$ cat config.mk
export PLATFORM = sky130hd
export DESIGN_NAME = minibus_arbiter_rr
export DESIGN_NICKNAME = d
export VERILOG_FILES = /design/src/rtl/minibus_arbiter_rr.sv
export SDC_FILE = /design/constraint.sdc
export NUM_CORES = 1
export LEC_CHECK = 0
export ABC_AREA = 0
export CAP_MARGIN = 20
export CORE_AREA = 2 2 133 96
export CTS_CLUSTER_SIZE = 10
export DETAILED_ROUTE_END_ITERATION = 10
export DIE_AREA = 0 0 135 98
export GPL_TIMING_DRIVEN = 0
export PLACE_DENSITY = 0.84
export SYNTH_ARGS = -nofsm -noshare
export SYNTH_HDL_FRONTEND = slang
export SYNTH_SLANG_ARGS = --single-unit
$ cat constraint.sdc
create_clock -name clk -period 2.1 [get_ports clk]
set_clock_uncertainty 0.1 [all_clocks]
set_input_delay 0.315 -clock clk [delete_from_list [all_inputs] [get_ports clk]]
set_output_delay 0.315 -clock clk [all_outputs]
set_load 0.005 [all_outputs]
$ cat src/rtl/minibus_arbiter_rr.sv
// minibus_arbiter_rr: round-robin arbiter of N_CH requesters onto one
// minibus master port, registered grant, one transaction in flight.
//
// Ports:
//   clk, rst                  clock, synchronous active-high reset
//   ch_req/wen/addr/wdata/width  per-channel request bundle (packed)
//   ch_ack/ch_err             one-cycle completion pulse and status
//   ch_rdata                  shared load data, held between acks
//   mb_addr/wdata/width/wen/ren  minibus request, stable while BUSY
//   mb_ack/mb_err/mb_rdata    minibus completion from the slave
//
// Build option: define MINIBUS_ARB_TIMEOUT_EN to abort a BUSY phase
// after TIMEOUT_CYC cycles without mb_ack (ack with error, data 0).
module minibus_arbiter_rr #(
  parameter int N_CH        = 2,
  parameter int ADDR_W      = 32,
  parameter int DATA_W      = 32,
  parameter int TIMEOUT_CYC = 255
) (
  input  logic                     clk,
  input  logic                     rst,
  input  logic [N_CH-1:0]          ch_req,
  input  logic [N_CH-1:0]          ch_wen,
  input  logic [N_CH*ADDR_W-1:0]   ch_addr,
  input  logic [N_CH*DATA_W-1:0]   ch_wdata,
  input  logic [N_CH*2-1:0]        ch_width,
  output logic [N_CH-1:0]          ch_ack,
  output logic [N_CH-1:0]          ch_err,
  output logic [DATA_W-1:0]        ch_rdata,
  output logic [ADDR_W-1:0]        mb_addr,
  output logic [DATA_W-1:0]        mb_wdata,
  output logic [1:0]               mb_width,
  output logic                     mb_wen,
  output logic                     mb_ren,
  input  logic                     mb_ack,
  input  logic                     mb_err,
  input  logic [DATA_W-1:0]        mb_rdata
);

  localparam int PW = (N_CH > 1) ? $clog2(N_CH) : 1;

  if (N_CH < 1) begin : g_bad_nch
    $error("minibus_arbiter_rr: N_CH must be >= 1");
  end
  if (TIMEOUT_CYC < 1) begin : g_bad_tmo
    $error("minibus_arbiter_rr: TIMEOUT_CYC must be >= 1");
  end

  typedef enum logic [1:0] {
    IDLE = 2'd0,
    BUSY = 2'd1,
    RESP = 2'd2
  } state_t;

  state_t              state_q, state_d;
  logic [PW-1:0]       rr_q;
  logic [PW-1:0]       gnt_q;
  logic [ADDR_W-1:0]   addr_q;
  logic [DATA_W-1:0]   wdata_q;
  logic [1:0]          width_q;
  logic                wen_q;
  logic                err_q;
  logic [DATA_W-1:0]   rdata_q;

  logic [PW-1:0]       pick;
  logic [PW-1:0]       idx;
  logic                found;
  logic                bad_w;
  logic                tmo_hit;

  // Search starts one past the last winner and wraps, so the
  // previous winner is the last candidate considered.
  always_comb begin
    pick  = '0;
    found = 1'b0;
    idx   = rr_q;
    for (int i = 0; i < N_CH; i++) begin
      idx = (idx == PW'(N_CH - 1)) ? '0 : idx + 1'b1;
      if (!found && ch_req[idx]) begin
        found = 1'b1;
        pick  = idx;
      end
    end
  end

  assign bad_w = (ch_width[pick*2 +: 2] == 2'b11);

`ifdef MINIBUS_ARB_TIMEOUT_EN
  localparam int CW = ($clog2(TIMEOUT_CYC + 1) > 8) ?
                      $clog2(TIMEOUT_CYC + 1) : 8;

  logic [CW-1:0] cnt_q;

  // Zero outside BUSY, so every BUSY phase starts counting from 0.
  always_ff @(posedge clk) begin
    if (rst || state_q != BUSY) begin
      cnt_q <= '0;
    end else if (!mb_ack) begin
      cnt_q <= cnt_q + 1'b1;
    end
  end

  assign tmo_hit = (state_q == BUSY) && !mb_ack &&
                   (cnt_q == CW'(TIMEOUT_CYC - 1));
`else
  assign tmo_hit = 1'b0;
`endif

  always_comb begin
    state_d = state_q;
    unique case (state_q)
      IDLE: begin
        if (found) begin
          state_d = bad_w ? RESP : BUSY;
        end
      end
      BUSY: begin
        if (mb_ack || tmo_hit) begin
          state_d = RESP;
        end
      end
      RESP:    state_d = IDLE;
      default: state_d = IDLE;
    endcase
  end

  always_ff @(posedge clk) begin
    if (rst) begin
      state_q <= IDLE;
      rr_q    <= PW'(N_CH - 1);
      gnt_q   <= '0;
      addr_q  <= '0;
      wdata_q <= '0;
      width_q <= '0;
      wen_q   <= 1'b0;
      err_q   <= 1'b0;
      rdata_q <= '0;
    end else begin
      state_q <= state_d;
      if (state_q == IDLE && found) begin
        gnt_q   <= pick;
        rr_q    <= pick;
        addr_q  <= ch_addr[pick*ADDR_W +: ADDR_W];
        wdata_q <= ch_wdata[pick*DATA_W +: DATA_W];
        width_q <= ch_width[pick*2 +: 2];
        wen_q   <= ch_wen[pick];
        err_q   <= bad_w;
        if (bad_w) begin
          rdata_q <= '0;
        end
      end
      if (state_q == BUSY) begin
        if (mb_ack) begin
          err_q   <= mb_err;
          rdata_q <= wen_q ? '0 : mb_rdata;
        end else if (tmo_hit) begin
          err_q   <= 1'b1;
          rdata_q <= '0;
        end
      end
    end
  end

  always_comb begin
    ch_ack = '0;
    ch_err = '0;
    if (state_q == RESP) begin
      ch_ack[gnt_q] = 1'b1;
      ch_err[gnt_q] = err_q;
    end
  end

  assign ch_rdata = rdata_q;
  assign mb_addr  = addr_q;
  assign mb_wdata = wdata_q;
  assign mb_width = width_q;
  assign mb_wen   = (state_q == BUSY) && wen_q;
  assign mb_ren   = (state_q == BUSY) && !wen_q;

endmodule

==> results of run 1 <==
metrics by stage:
step | cells | instance area [um^2] | worst slack, ps | TNS (ps)
global route | 859 | 7507 | 35.76 | 0
global placement | 845 | 7167 | -223.4 | -6940
floorplan | 409 | 4222 | 416.5 | 0
finish | 859 | 7507 | 68.55 | 0
CTS | 859 | 7492 | 2.483 | 0
detailed placement | 845 | 7167 | -249.8 | -8183
logic make-up (layout without fill, tap and decap cells):
logic type             after synthesis  after routing  synth area share (%)
buffers and inverters               39            327                 5.305
multiplexers                        68             68                 16.24
flip-flops                         104            104                 49.32
AND/OR/NAND/NOR                     88             88                 8.506
AO/OA/AOI/OAI                      110            110                 20.63
registers in the layout (all words and copies together) (netlist names):
| name | flops |
|---|---|
| ch_rdata | 32 |
| err_q | 1 |
| gnt_q | 1 |
| mb_addr | 32 |
| mb_wdata | 32 |
| mb_width | 2 |
| rr_q | 1 |
| state_q | 2 |
| wen_q | 1 |
worst register-to-register path: cells and delay by family (launching register included):
| family | cells | cell delay, ps |
|---|---|---|
| AOI/OAI and AO/OA | 2 | 290 |
| buffers and inverters | 3 | 740 |
| DFF | 1 | 370 |
| and+or+nand+nor | 1 | 250 |
power by group:
part	switching [uW]	internal, uW
clock network	696	1040
registers	121	2190
logic	605	906
metal layers:
metal / track usage [%] / up-vias
li1: - / 2062
met1: 24.29 / 1970
met2: 37.25 / 188
met3: 6.023 / 31
met4: 7.853 / 0
met5: 0 / -
layout make-up:
class                           instances  share of cell area (%)
Inverter                                1                 0.05000
Timing Repair Buffer                  274                   36.57
Tap cell                              162                   2.700
Clock inverter                          5                   1.100
Sequential cell                       104                   27.80
Clock buffer                            9                   3.000
Buffer                                 38                   2.967
Multi-Input combinational cell        266                   25.82
placed cells by master (no fill, tap or decap), drive strengths merged:
cell type and count:
clkdlybuf4s50 273, dfxtp 104, nor2 73, mux2i 67, a211oi 67, a22o 32
buf 24, clkbuf 23, nand2 4, nor2b 3, and2 3, and3 2
a21oi 2, o31ai 2, bufinv 2, inv 2, clkinv 2, nand2b 1
o21a 1, a21boi 1, o21ai 1, mux2 1, o211a 1, nand3 1
a31o 1, a22oi 1, and4 1, a41oi 1, dlymetal6s2s 1
cell usage after synthesis, types with 2 or more instances:
library cell / instances
mux2i_1: 67
nor2b_1: 3
buf_6: 7
a21oi_1: 2
dfxtp_1: 104
nand2_1: 4
a22o_1: 32
nor2_1: 73
clkbuf_1: 11
and3_1: 2
buf_2: 18
clkbuf_2: 2
a211oi_1: 67
and2_1: 3
o31ai_1: 2
repair_timing:
| action | CTS | global route |
|---|---|---|
| endpoints found under the setup margin | 2 | 2 |
| hold endpoints to repair | 0 | 0 |
| gates resized for setup | 6 | 5 |
path summary, 6_finish.rpt:
path | from | to | slack, ps | cells after the start
setup / recovery | ch_req[1] | ch_rdata[26] | 70 | 7
hold reg to reg | ch_rdata[11] | ch_rdata[11] | 380 | 1
setup reg to reg | state_q[1] | mb_addr[7] | 220 | 6
hold / removal | rst | err_q | 280 | 2
==> impl_metrics.env, run 1 <==
export IMPL_ys_types=27
export IMPL_arrival_ps=2150
export IMPL_grt_usage_pct=21.10
export IMPL_antenna_found_initial=0
export IMPL_powerDensity_nw_per_um2=739.5
export IMPL_leakage_uw=0.002907
export IMPL_path_common_cell="buf_6"
export IMPL_multi_input_area_um2=1938
export IMPL_route_detailed_drc=0
export IMPL_n_antenna_cell=0
export IMPL_viasPerCell=4.949
export IMPL_grt_pass1_vias=4445
export IMPL_cp_max_fo=10
export IMPL_rsz0062_at_grt="no"
export IMPL_outcome="finished, final reports clean"
export IMPL_wl_per_cell_um=16.44
export IMPL_path_clk_slew_ps=70
export IMPL_cts_tree="yes"
export IMPL_ant_nets=0
export IMPL_hold_violations=0
export IMPL_final_nets=866
export IMPL_hold_class="in2reg"
export IMPL_finalSetupViolations=0
export IMPL_crit_family="buffers and inverters"
export IMPL_crit_type="in2reg"
export IMPL_synth_async_reset_ratio_pct=0
export IMPL_io_buffers=274
export IMPL_syn_nets=581
export IMPL_cts_max_level=3
export IMPL_drt_iter0_markers=157
export IMPL_ys_warn_count=0
export IMPL_synth_top_cell_area_share_pct=49.32
export IMPL_endpoint_kind="flop"
export IMPL_critical_path_max_stage_delay_ps=520
export IMPL_cp_buffers_inverters=3
export IMPL_syn_inst=409
export IMPL_wl_met3_um=1135
export IMPL_hold_slack_ps=276.9
export IMPL_grt_max_degree=17
export IMPL_die_h_um=98
export IMPL_synth_seq_cells=104
export IMPL_finalWirelength_um=14120
export IMPL_synth_edf_count=0
export IMPL_postCtsSetupBuffers=0
export IMPL_numCtsBuffers=9
export IMPL_syn_to_final_growth_pct=77.83
export IMPL_wl_met1_um=5624
export IMPL_fillers=989
export IMPL_peakVddDrop_uv=437.7
export IMPL_final_util_pct=62.14
export IMPL_ys_seq_area_share_pct=49.32
export IMPL_die_w_um=135
export IMPL_clkLatencyLatePin_ps=330
export IMPL_tightest_slew_ps=679.6
export IMPL_synth_area_leaders="dfxtp_1 (49%), mux2i_1 (16%), a211oi_1 (12%)"
export IMPL_coreArea_um2=12080
export IMPL_cts_buffer_depth=2
export IMPL_drv_cap=0
export IMPL_gp_congestion=0.7565
export IMPL_start_util_pct=34.94
export IMPL_p_total_uw=5551
export IMPL_wl_met2_um=6982
export IMPL_slew_viol_final=0
export IMPL_syn_area_per_cell_um2=10.32
export IMPL_cp_cell_sequence="clkdlybuf4s50_1 -> a21boi_1 -> buf_6 -> mux2_4 -> o211a_4 -> buf_6 -> a22o_1"
export IMPL_holdBufCountCts=0
export IMPL_start_kind="input port"
export IMPL_dr_pass1_iters=5
export IMPL_cpMaxStageDelayCell="clkdlybuf4s50_1"
export IMPL_root_buffer="clkbuf_16"
export IMPL_netlist_area_um2=4222
export IMPL_synth_top_area_cell="dfxtp_1"
export IMPL_layout_min_cycle_time_ps=2031
export IMPL_seqCellArea_um2=2087
export IMPL_cts_sinks=104
export IMPL_finalCritPeriodShare_pct=96.74
export IMPL_dp_hpwl_um=11340
export IMPL_routed_top_layer="met4"
export IMPL_die_area_um2=13230
export IMPL_pin_count=276
export IMPL_required_ps=2220
export IMPL_synth_flop_cell="dfxtp_1"
export IMPL_max_slew_margin_pct=54.21
export IMPL_fmaxAchievable_mhz=492.3
export IMPL_drive_above_1_share_pct=6.887
export IMPL_overflow=0
export IMPL_dr_total_vias=4251
export IMPL_rows=34
export IMPL_grt_pass1_wl_um=22180
No activity file was read; power rests on OpenSTA's default activity.
==> run 2: changes to the inputs <==
Settings changed: SLEW_MARGIN from default to 5.
==> results of run 2 <==
Final layout, timing and power as in run 1 (identical DEF).
